**config.mk**
```make
export PLATFORM = sky130hd
export DESIGN_NAME = midi_encoder
export DESIGN_NICKNAME = d
export VERILOG_FILES = /design/src/rtl/midi_encoder_pkg.sv /design/src/rtl/midi_encoder.sv
export SDC_FILE = /design/constraint.sdc
export NUM_CORES = 1
export LEC_CHECK = 0
export CAP_MARGIN = 20
export CORE_MARGIN = 2
export CORE_UTILIZATION = 60
export CTS_CLUSTER_SIZE = 10
export DETAILED_ROUTE_END_ITERATION = 10
export GPL_ROUTABILITY_DRIVEN = 0
export HOLD_SLACK_MARGIN = 0.1
export PLACE_DENSITY = 0.94
export SYNTH_ARGS = -nofsm -noshare
export SYNTH_HDL_FRONTEND = slang
export SYNTH_SLANG_ARGS = --single-unit
```
**constraint.sdc**
```tcl
create_clock -name clock_50_000_000 -period 4 [get_ports clock_50_000_000]
set_input_delay 1 -clock clock_50_000_000 [delete_from_list [all_inputs] [get_ports clock_50_000_000]]
set_output_delay 1 -clock clock_50_000_000 [all_outputs]
set_load 0.05 [all_outputs]
```
**src/rtl/midi_encoder_pkg.sv**
```systemverilog
// Shared byte-width config and MIDI message types for the transmit path.
// The MIDI package also provides the status byte composition helper.
package CONFIG;
    localparam int BYTE_WIDTH = 8;
endpackage

package MIDI;
    typedef enum logic [3:0] {
        NOTE_OFF         = 4'h8,
        NOTE_ON          = 4'h9,
        POLY_PRESSURE    = 4'hA,
        CONTROL_CHANGE   = 4'hB,
        PROGRAM_CHANGE   = 4'hC,
        CHANNEL_PRESSURE = 4'hD,
        PITCH_BEND       = 4'hE,
        SYSTEM           = 4'hF
    } message_type_t;

    typedef struct packed {
        message_type_t                 message_type;
        logic [CONFIG::BYTE_WIDTH-1:0] data_byte1;
        logic [CONFIG::BYTE_WIDTH-1:0] data_byte2;
    } message_t;

    localparam logic [CONFIG::BYTE_WIDTH-1:0] STATUS_MASK = 8'hF0;
    localparam int CHANNEL_WIDTH = 4;

    // Type nibble in the high half, channel in the low half.
    function automatic logic [CONFIG::BYTE_WIDTH-1:0] status_byte(
        input message_type_t            message_type,
        input logic [CHANNEL_WIDTH-1:0] channel
    );
        return ({message_type, 4'h0} & STATUS_MASK) | {4'h0, channel};
    endfunction
endpackage

```
**src/rtl/midi_encoder.sv**
```systemverilog
// Serializes one MIDI message into status + two data bytes for the UART TX,
// with optional running-status compression invalidated after an idle timeout.
module midi_encoder
    import MIDI::*;
#(
    parameter int CHANNEL              = 0,
    parameter bit NOTE_OFF_AS_ZERO_VEL = 1,
    parameter int RS_TIMEOUT           = 15_000_000
) (
    input  logic                          clock_50_000_000,
    input  logic                          reset_l,
    input  message_t                      message,
    input  logic                          message_valid,
    output logic                          message_ready,
    output logic [CONFIG::BYTE_WIDTH-1:0] data_out,
    output logic                          data_out_valid,
    input  logic                          data_out_ready
);
    localparam int BW = CONFIG::BYTE_WIDTH;
    localparam bit RS_EN = (RS_TIMEOUT != 0);
    localparam int TW = RS_EN ? $clog2(RS_TIMEOUT + 1) : 1;
    localparam logic [TW-1:0] TIMER_MAX = TW'(RS_EN ? RS_TIMEOUT - 1 : 0);
    localparam logic [CHANNEL_WIDTH-1:0] CH = CHANNEL_WIDTH'(CHANNEL);
    localparam logic [BW-1:0] DATA_MASK = {1'b0, {(BW-1){1'b1}}};

    typedef enum logic [1:0] {IDLE, STATUS, DATA1, DATA2} state_t;

    state_t          state, state_n;
    message_t        buffer, buffer_n;
    message_t        mapped;
    logic [BW-1:0]   data_out_n;
    logic            data_out_valid_n;
    logic [BW-1:0]   last_status, last_status_n;
    logic            last_valid, last_valid_n;
    logic [TW-1:0]   timer, timer_n;
    logic [BW-1:0]   new_status, buf_status;
    logic            supported, in_xfer, out_xfer;

    assign message_ready = (state == IDLE);
    assign in_xfer       = message_valid && message_ready;
    assign out_xfer      = data_out_valid && data_out_ready;

    // Buffer holds the already-mapped type and data bytes with bit 7 cleared.
    always_comb begin
        mapped            = message;
        mapped.data_byte1 = message.data_byte1 & DATA_MASK;
        mapped.data_byte2 = message.data_byte2 & DATA_MASK;
        if (NOTE_OFF_AS_ZERO_VEL && message.message_type == NOTE_OFF) begin
            mapped.message_type = NOTE_ON;
            mapped.data_byte2   = '0;
        end
    end

    assign supported  = mapped.message_type inside {NOTE_ON, NOTE_OFF, CONTROL_CHANGE};
    assign new_status = status_byte(mapped.message_type, CH);
    assign buf_status = status_byte(buffer.message_type, CH);

    always_comb begin
        state_n          = state;
        buffer_n         = buffer;
        data_out_n       = data_out;
        data_out_valid_n = data_out_valid;
        last_status_n    = last_status;
        last_valid_n     = last_valid;
        timer_n          = '0;
        case (state)
            IDLE: begin
                if (in_xfer) begin
                    buffer_n = mapped;
                    if (supported) begin
                        data_out_valid_n = 1'b1;
                        if (RS_EN && last_valid && new_status == last_status) begin
                            state_n    = DATA1;
                            data_out_n = mapped.data_byte1;
                        end else begin
                            state_n    = STATUS;
                            data_out_n = new_status;
                        end
                    end
                end else if (RS_EN) begin
                    // Saturate at the limit; running status expires here.
                    if (timer == TIMER_MAX) begin
                        last_valid_n = 1'b0;
                        timer_n      = timer;
                    end else begin
                        timer_n = timer + TW'(1);
                    end
                end
            end
            STATUS: if (out_xfer) begin
                state_n    = DATA1;
                data_out_n = buffer.data_byte1;
                if (RS_EN) begin
                    last_status_n = buf_status;
                    last_valid_n  = 1'b1;
                end
            end
            DATA1: if (out_xfer) begin
                state_n    = DATA2;
                data_out_n = buffer.data_byte2;
            end
            DATA2: if (out_xfer) begin
                state_n          = IDLE;
                data_out_valid_n = 1'b0;
            end
            default: state_n = IDLE;
        endcase
    end

    always_ff @(posedge clock_50_000_000 or negedge reset_l) begin
        if (!reset_l) begin
            state          <= IDLE;
            buffer         <= '0;
            data_out       <= '0;
            data_out_valid <= 1'b0;
            last_status    <= '0;
            last_valid     <= 1'b0;
            timer          <= '0;
        end else begin
            state          <= state_n;
            buffer         <= buffer_n;
            data_out       <= data_out_n;
            data_out_valid <= data_out_valid_n;
            last_status    <= last_status_n;
            last_valid     <= last_valid_n;
            timer          <= timer_n;
        end
    end
endmodule

```
==> Yosys cells after proc, flatten, opt, wreduce, memory -nomap -nowiden <==
Index checks and enable logic that the tools add are counted.
{ "totals": {"n_memories": 0, "latch_bits": 0, "input_bits": 24, "ram_bits": 0, "word_cells": 67, "rom_bits": 0, "reg_bits": 59} }
{ "op_classes": {"add_sub_neg": 1, "muxes": 26, "div_mod_pow": 0, "n_reduce_logical": 14, "shifts": 0, "mul": 0, "magnitude_cmp": 0, "eq_ne": 17, "bitwise": 0} }
{ "ops": {"columns": ["cell", "n"], "rows": [
  ["$mux W24", 3],
  ["$mux W8", 5],
  ["$add A24 B1 Y24 const B", 1],
  ["$eq A24 B24 Y1 const B", 1],
  ["$pmux W8 S3", 1],
  ["$eq A4 B4 Y1 const B", 4],
  ["$mux W2", 6],
  ["$reduce_and A5 Y1", 2],
  ["$ne A2 B2 Y1 const B", 4],
  ["$pmux W2 S4", 1],
  ["$reduce_and A4 Y1", 2],
  ["$mux W7", 1],
  ["$mux W1", 6],
  ["$ne A2 B1 Y1 const B", 3],
  ["$reduce_bool A3 Y1", 2],
  ["$eq A2 B2 Y1 const B", 2],
  ["$eq A4 B4 Y1", 1],
  ["$mux W4", 1],
  ["$pmux W1 S2", 2],
  ["$reduce_and A2 Y1", 2],
  ["$reduce_bool A2 Y1", 2],
  ["$logic_and A1 B1 Y1", 3],
  ["$ne A3 B3 Y1 const B", 1],
  ["$eq A2 B1 Y1 const B", 1],
  ["$logic_not A2 Y1", 1]
]} }

==> Longest topological paths before layout <==
{ "logic_depth": {"ltp_word": 8, "depth_mapped": 9} }

==> Worst setup path after synthesis <==
OpenSTA, ideal clock, no wires.
{ "synth_timing": {"path_type": "input to register", "startpoint": "in message[19] (netlist bit)", "endpoint": "reg data_out[6] (netlist bit)", "arrival_time_ns": 2.075, "t_required_ns": 3.878, "stages": 5, "setup_slack_ns": 1.803, "cell_sequence": "nor3b_2 -> o21ai_0 -> a21boi_4 -> or3_1 -> a32o_1"} }
{ "synth_via": {"elab_chain_len": 8} }
{ "synth_rtl": {"columns": ["item", "line", "source"], "rows": [
  ["from (decl)", "midi_encoder.sv:12", "input message_t message,"],
  ["$eq A4 B4 Y1", "midi_encoder.sv:48", "if (NOTE_OFF_AS_ZERO_VEL && message.message_type == NOTE_OFF) begin"],
  ["$mux W4 *", "midi_encoder.sv:48", null],
  ["$eq A4 B4 Y1", "midi_encoder.sv:72", "if (RS_EN && last_valid && new_status == last_status) begin"],
  ["$logic_and A1 B1 Y1", "midi_encoder.sv:72", null],
  ["$mux W8", "midi_encoder.sv:72", null],
  ["$mux W8", "midi_encoder.sv:70", "if (supported) begin"],
  ["$mux W8", "midi_encoder.sv:68", "if (in_xfer) begin"],
  ["$pmux W8 S3", "midi_encoder.sv:66", "case (state)"],
  ["to (signal assigned)", "midi_encoder.sv:122", "data_out <= data_out_n;"],
  ["to (decl)", "midi_encoder.sv:15", "output logic [CONFIG::BYTE_WIDTH-1:0] data_out,"]
]} }
Every way passes the cells marked *; elsewhere a longest branch is shown, timed or not. The select of a mux whose other input is x is not followed.
A chain may end at the register's enable or synchronous reset.

==> Worst setup path after layout <==
{ "layout_timing": {"startpoint": "reg state[1]", "endpoint": "out message_ready"} }
{ "layout_via": {"elab_chain_len": 1} }
{ "layout_rtl": {"columns": ["item", "line", "source"], "rows": [
  ["from (decl)", "midi_encoder.sv:28", "state_t state, state_n;"],
  ["from (signal assigned)", "midi_encoder.sv:120", "state <= state_n;"],
  ["$logic_not A2 Y1", "midi_encoder.sv:39", "assign message_ready = (state == IDLE);"],
  ["to (decl)", "midi_encoder.sv:14", "output logic message_ready,"]
]} }
No other way between the ends.

==> reports/metrics.csv <==
stage,metric,value,unit
status,status,"finished, final reports clean",
critical_path,startpoint types,flip-flop,
floorplan,number of placed I/O pins,34,
power,Peak VDD IR,0.280,mV
finish,fin nets,349,
logic_synthesis,main combinational cell family by area after synthesis,simple AND/OR/NAND/NOR gates,
finish,"leading cell types in the layout, fill and taps excluded","dfrtp_1, clkdlybuf4s50_1, nand2_1",
power,clock power share,43.2,%
floorplan,Die Y,74.0,µm
logic_synthesis,Main synth FF type,dfrtp_1,
timing,fin crit period,3.17,ns
cts,Root Buffer,clkbuf_8,
floorplan,Die Wd,74.0,µm
timing,Worst-Margin Slew,0.846,ns
timing,Max Freq,315,MHz
logic_synthesis,compound-cell area share of the yosys netlist,14.2,%
critical_path,Crit Path Class,reg -> out,
critical_path,CP arrival,2.17,ns
critical_path,CP cell instances,inv_1 > ha_1 > clkdlybuf4s50_1,
critical_path,"delay-heaviest family, CP",buffers and inverters,
logic_synthesis,Synth Area in Simple Gates,20.5,%
cts,Worst-Skew Late Latency,0.34,ns
logic_synthesis,Synth Area in XOR/XNOR,5.95,%
cts,# Post-CTS Setup Buffers,0,
grt,largest net degree at the start of global routing,39,
cts,Clock Path Buffers,2,
power,total power,1.14,mW
drt,via count,2338,
logic_synthesis,Adder-Cell Fraction of Synth Area,2.13,%
finish,final core occ,73.7,%
floorplan,Starting Density,62.3,%
critical_path,CP Max Fanout,11,
drt,WL/cell,16.2,µm
finish,layout cells sized above 1,13.2,%
timing,slew margin rel.,43.6,%
grt,vias in the first global route,2371,
job,maxcap violations,0,
logic_synthesis,register area share after synthesis,49.3,%
floorplan,core area,0.00472,mm²
cts,htree depth,3,
cts,clk slew on worst S/H paths,0.06,ns
timing,setup_tns,0,ns
power,PwrDens,329,mW/mm²
timing,Worst Hold Margin,0.483,ns
grt,first-pass GRT wire length,10800,µm
timing,RSZ-0062 raised after global routing,false,
logic_synthesis,Syn Nets,317,
finish,# diodes,0,
timing,period utilization,79.3,%
drt,DRT antenna net count,0,
logic_synthesis,YS warnings,0,
cts,CTS sink cnt,58,
logic_synthesis,post-synthesis cell type count,47,
logic_synthesis,"flops & latches, synth",58,
grt,GRT overflow,0,
timing,Final Hold Vio Count,0,
critical_path,WP buf/inv,2,
power,Flop pwr share,51.6,%
critical_path,CP required,3.00,ns
power,Switch Pwr,0.254,mW
finish,"commonest non-fill, non-tap cell in the layout",dfrtp_1,
logic_synthesis,largest cells by area after synthesis,"dfrtp_1, mux2_2, nand2_1, a21oi_1, xor2_1",
timing,Final setup viols,0,
cts,CTS tree,built,
logic_synthesis,asr flop ratio synth,100,%
floorplan,num rows,25,
timing,Final Max Tran Viols,0,
drt,DR pass1 iterations,4,
drt,via density per instance,5.96,
logic_synthesis,mux contribution to synthesized area,5.31,%
finish,synthesis-to-layout area growth,18.3,%
drt,drt total wl,6370,µm
grt,initial antenna violation count,0,
drt,First DRT Iteration DRCs,179,
floorplan,Die Area,0.00548,mm²
power,Int Pwr,0.890,mW
grt,GRT Util Overall,26.5,%
logic_synthesis,number of synthesized flops with an enable pin,0,
logic_synthesis,largest area contributor in the netlist,dfrtp_1,
timing,clk_skew,0.00489,ns
logic_synthesis,Cells after Synth,288,
cts,"Hold-fix buffers, CTS",0,
power,Switching Fraction,22.2,%
placement,Post-DP HPWL,4220,µm
drt,DRC Markers,0,
critical_path,CP max stage cell,clkdlybuf4s50_1,
cts,TritonCTS buffer count,9,
power,combinational share of power,5.1,%
power,LEAKAGE,1.49,nW
cts,Post-CTS Resized,0,
logic_synthesis,mapped cell area,0.00294,mm²
logic_synthesis,Synth Area per Inst,10.2,µm²
logic_synthesis,top cell type's share of synthesized area,49.3,%
critical_path,crit-path max cell delay,0.89,ns
hold_path,Hold/Removal Path Class,reg -> reg,
critical_path,Critical Path End Type,output pin,
placement,Port Buffers,31,
==> cell type report <==
| class | count | area [µm²] |
|---|---|---|
| Clock buffer | 14 | 173 |
| Multi-Input combinational cell | 211 | 1420 |
| Clock inverter | 2 | 10.0 |
| Tap cell | 67 | 83.8 |
| Inverter | 7 | 26.3 |
| Sequential cell | 58 | 1450 |
| Fill cell | 310 | 1240 |
| Timing Repair Buffer | 33 | 320 |
==> cell families after synthesis <==
family	after synthesis
adder cells (fa/ha/maj)	5
AO/OA/AOI/OAI	63
AND/OR/NAND/NOR	109
buffers and inverters	19
flip-flops	58
XOR/XNOR	20
multiplexers	14
==> state kept, by name, indices dropped and copies added, names as in the netlist <==
name	flops
last_valid	1
data_out	8
timer	24
buffer	14
buf_status	4
data_out_valid	1
last_status	4
state	2
==> per-stage QoR <==
step	setup WS (ns)	instance area, µm²	cells
after floorplan	1.80	2940	288
after global placement	1.16	3300	376
after detailed placement	1.07	3300	376
after CTS	0.831	3480	392
after global routing	0.727	3480	392
final	0.827	3480	392
==> synth_stat cells (7+ instances only) <==
library cell and instances:
a22o_1 7, o21ai_0 11, nand3_1 15, clkbuf_1 9
xor2_1 11, nor2_1 25, dfrtp_1 58, nand2_1 29
inv_1 7, mux2_2 13, xnor2_1 9, a21oi_1 20
==> worst paths after layout <==
kind	from	to	slack [ns]	cells past startpoint
max reg2reg	state[0]	data_out[7]	1.84	6
min	data_out[2]	data_out[2]	0.48	2
min reg2reg	data_out[2]	data_out[2]	0.48	2
max	state[1]	message_ready	0.83	3
max in group asynchronous	reset_l	buffer[1]	2.45	2
min in group asynchronous	reset_l	timer[17]	0.77	1
==> power groups by stage <==
stage / combinational (mW) / sequential, mW / clock (mW)
after floorplan: 0.00838 / 0.609 / 0
after global placement: 0.0581 / 0.601 / 0
after detailed placement: 0.0593 / 0.601 / 0
after CTS: 0.0596 / 0.591 / 0.502
after global routing: 0.0643 / 0.590 / 0.529
final: 0.0588 / 0.591 / 0.494
==> metal layers <==
| layer | wire length [µm] | GRT usage, % |
|---|---|---|
| met5 | 0 | 0 |
| met4 | 105 | 11.7 |
| met3 | 412 | 8.54 |
| met2 | 3220 | 43.6 |
| met1 | 2640 | 32.0 |
==> worst register-to-register path: stages, from the launching register on <==
cell	delay, ns
dfrtp_1	0.41
inv_1	0.09
ha_1	0.34
or2_1	0.29
a21oi_1	0.14
nand2_1	0.35
o41ai_1	0.42
(Power assumes the default switching activity.)
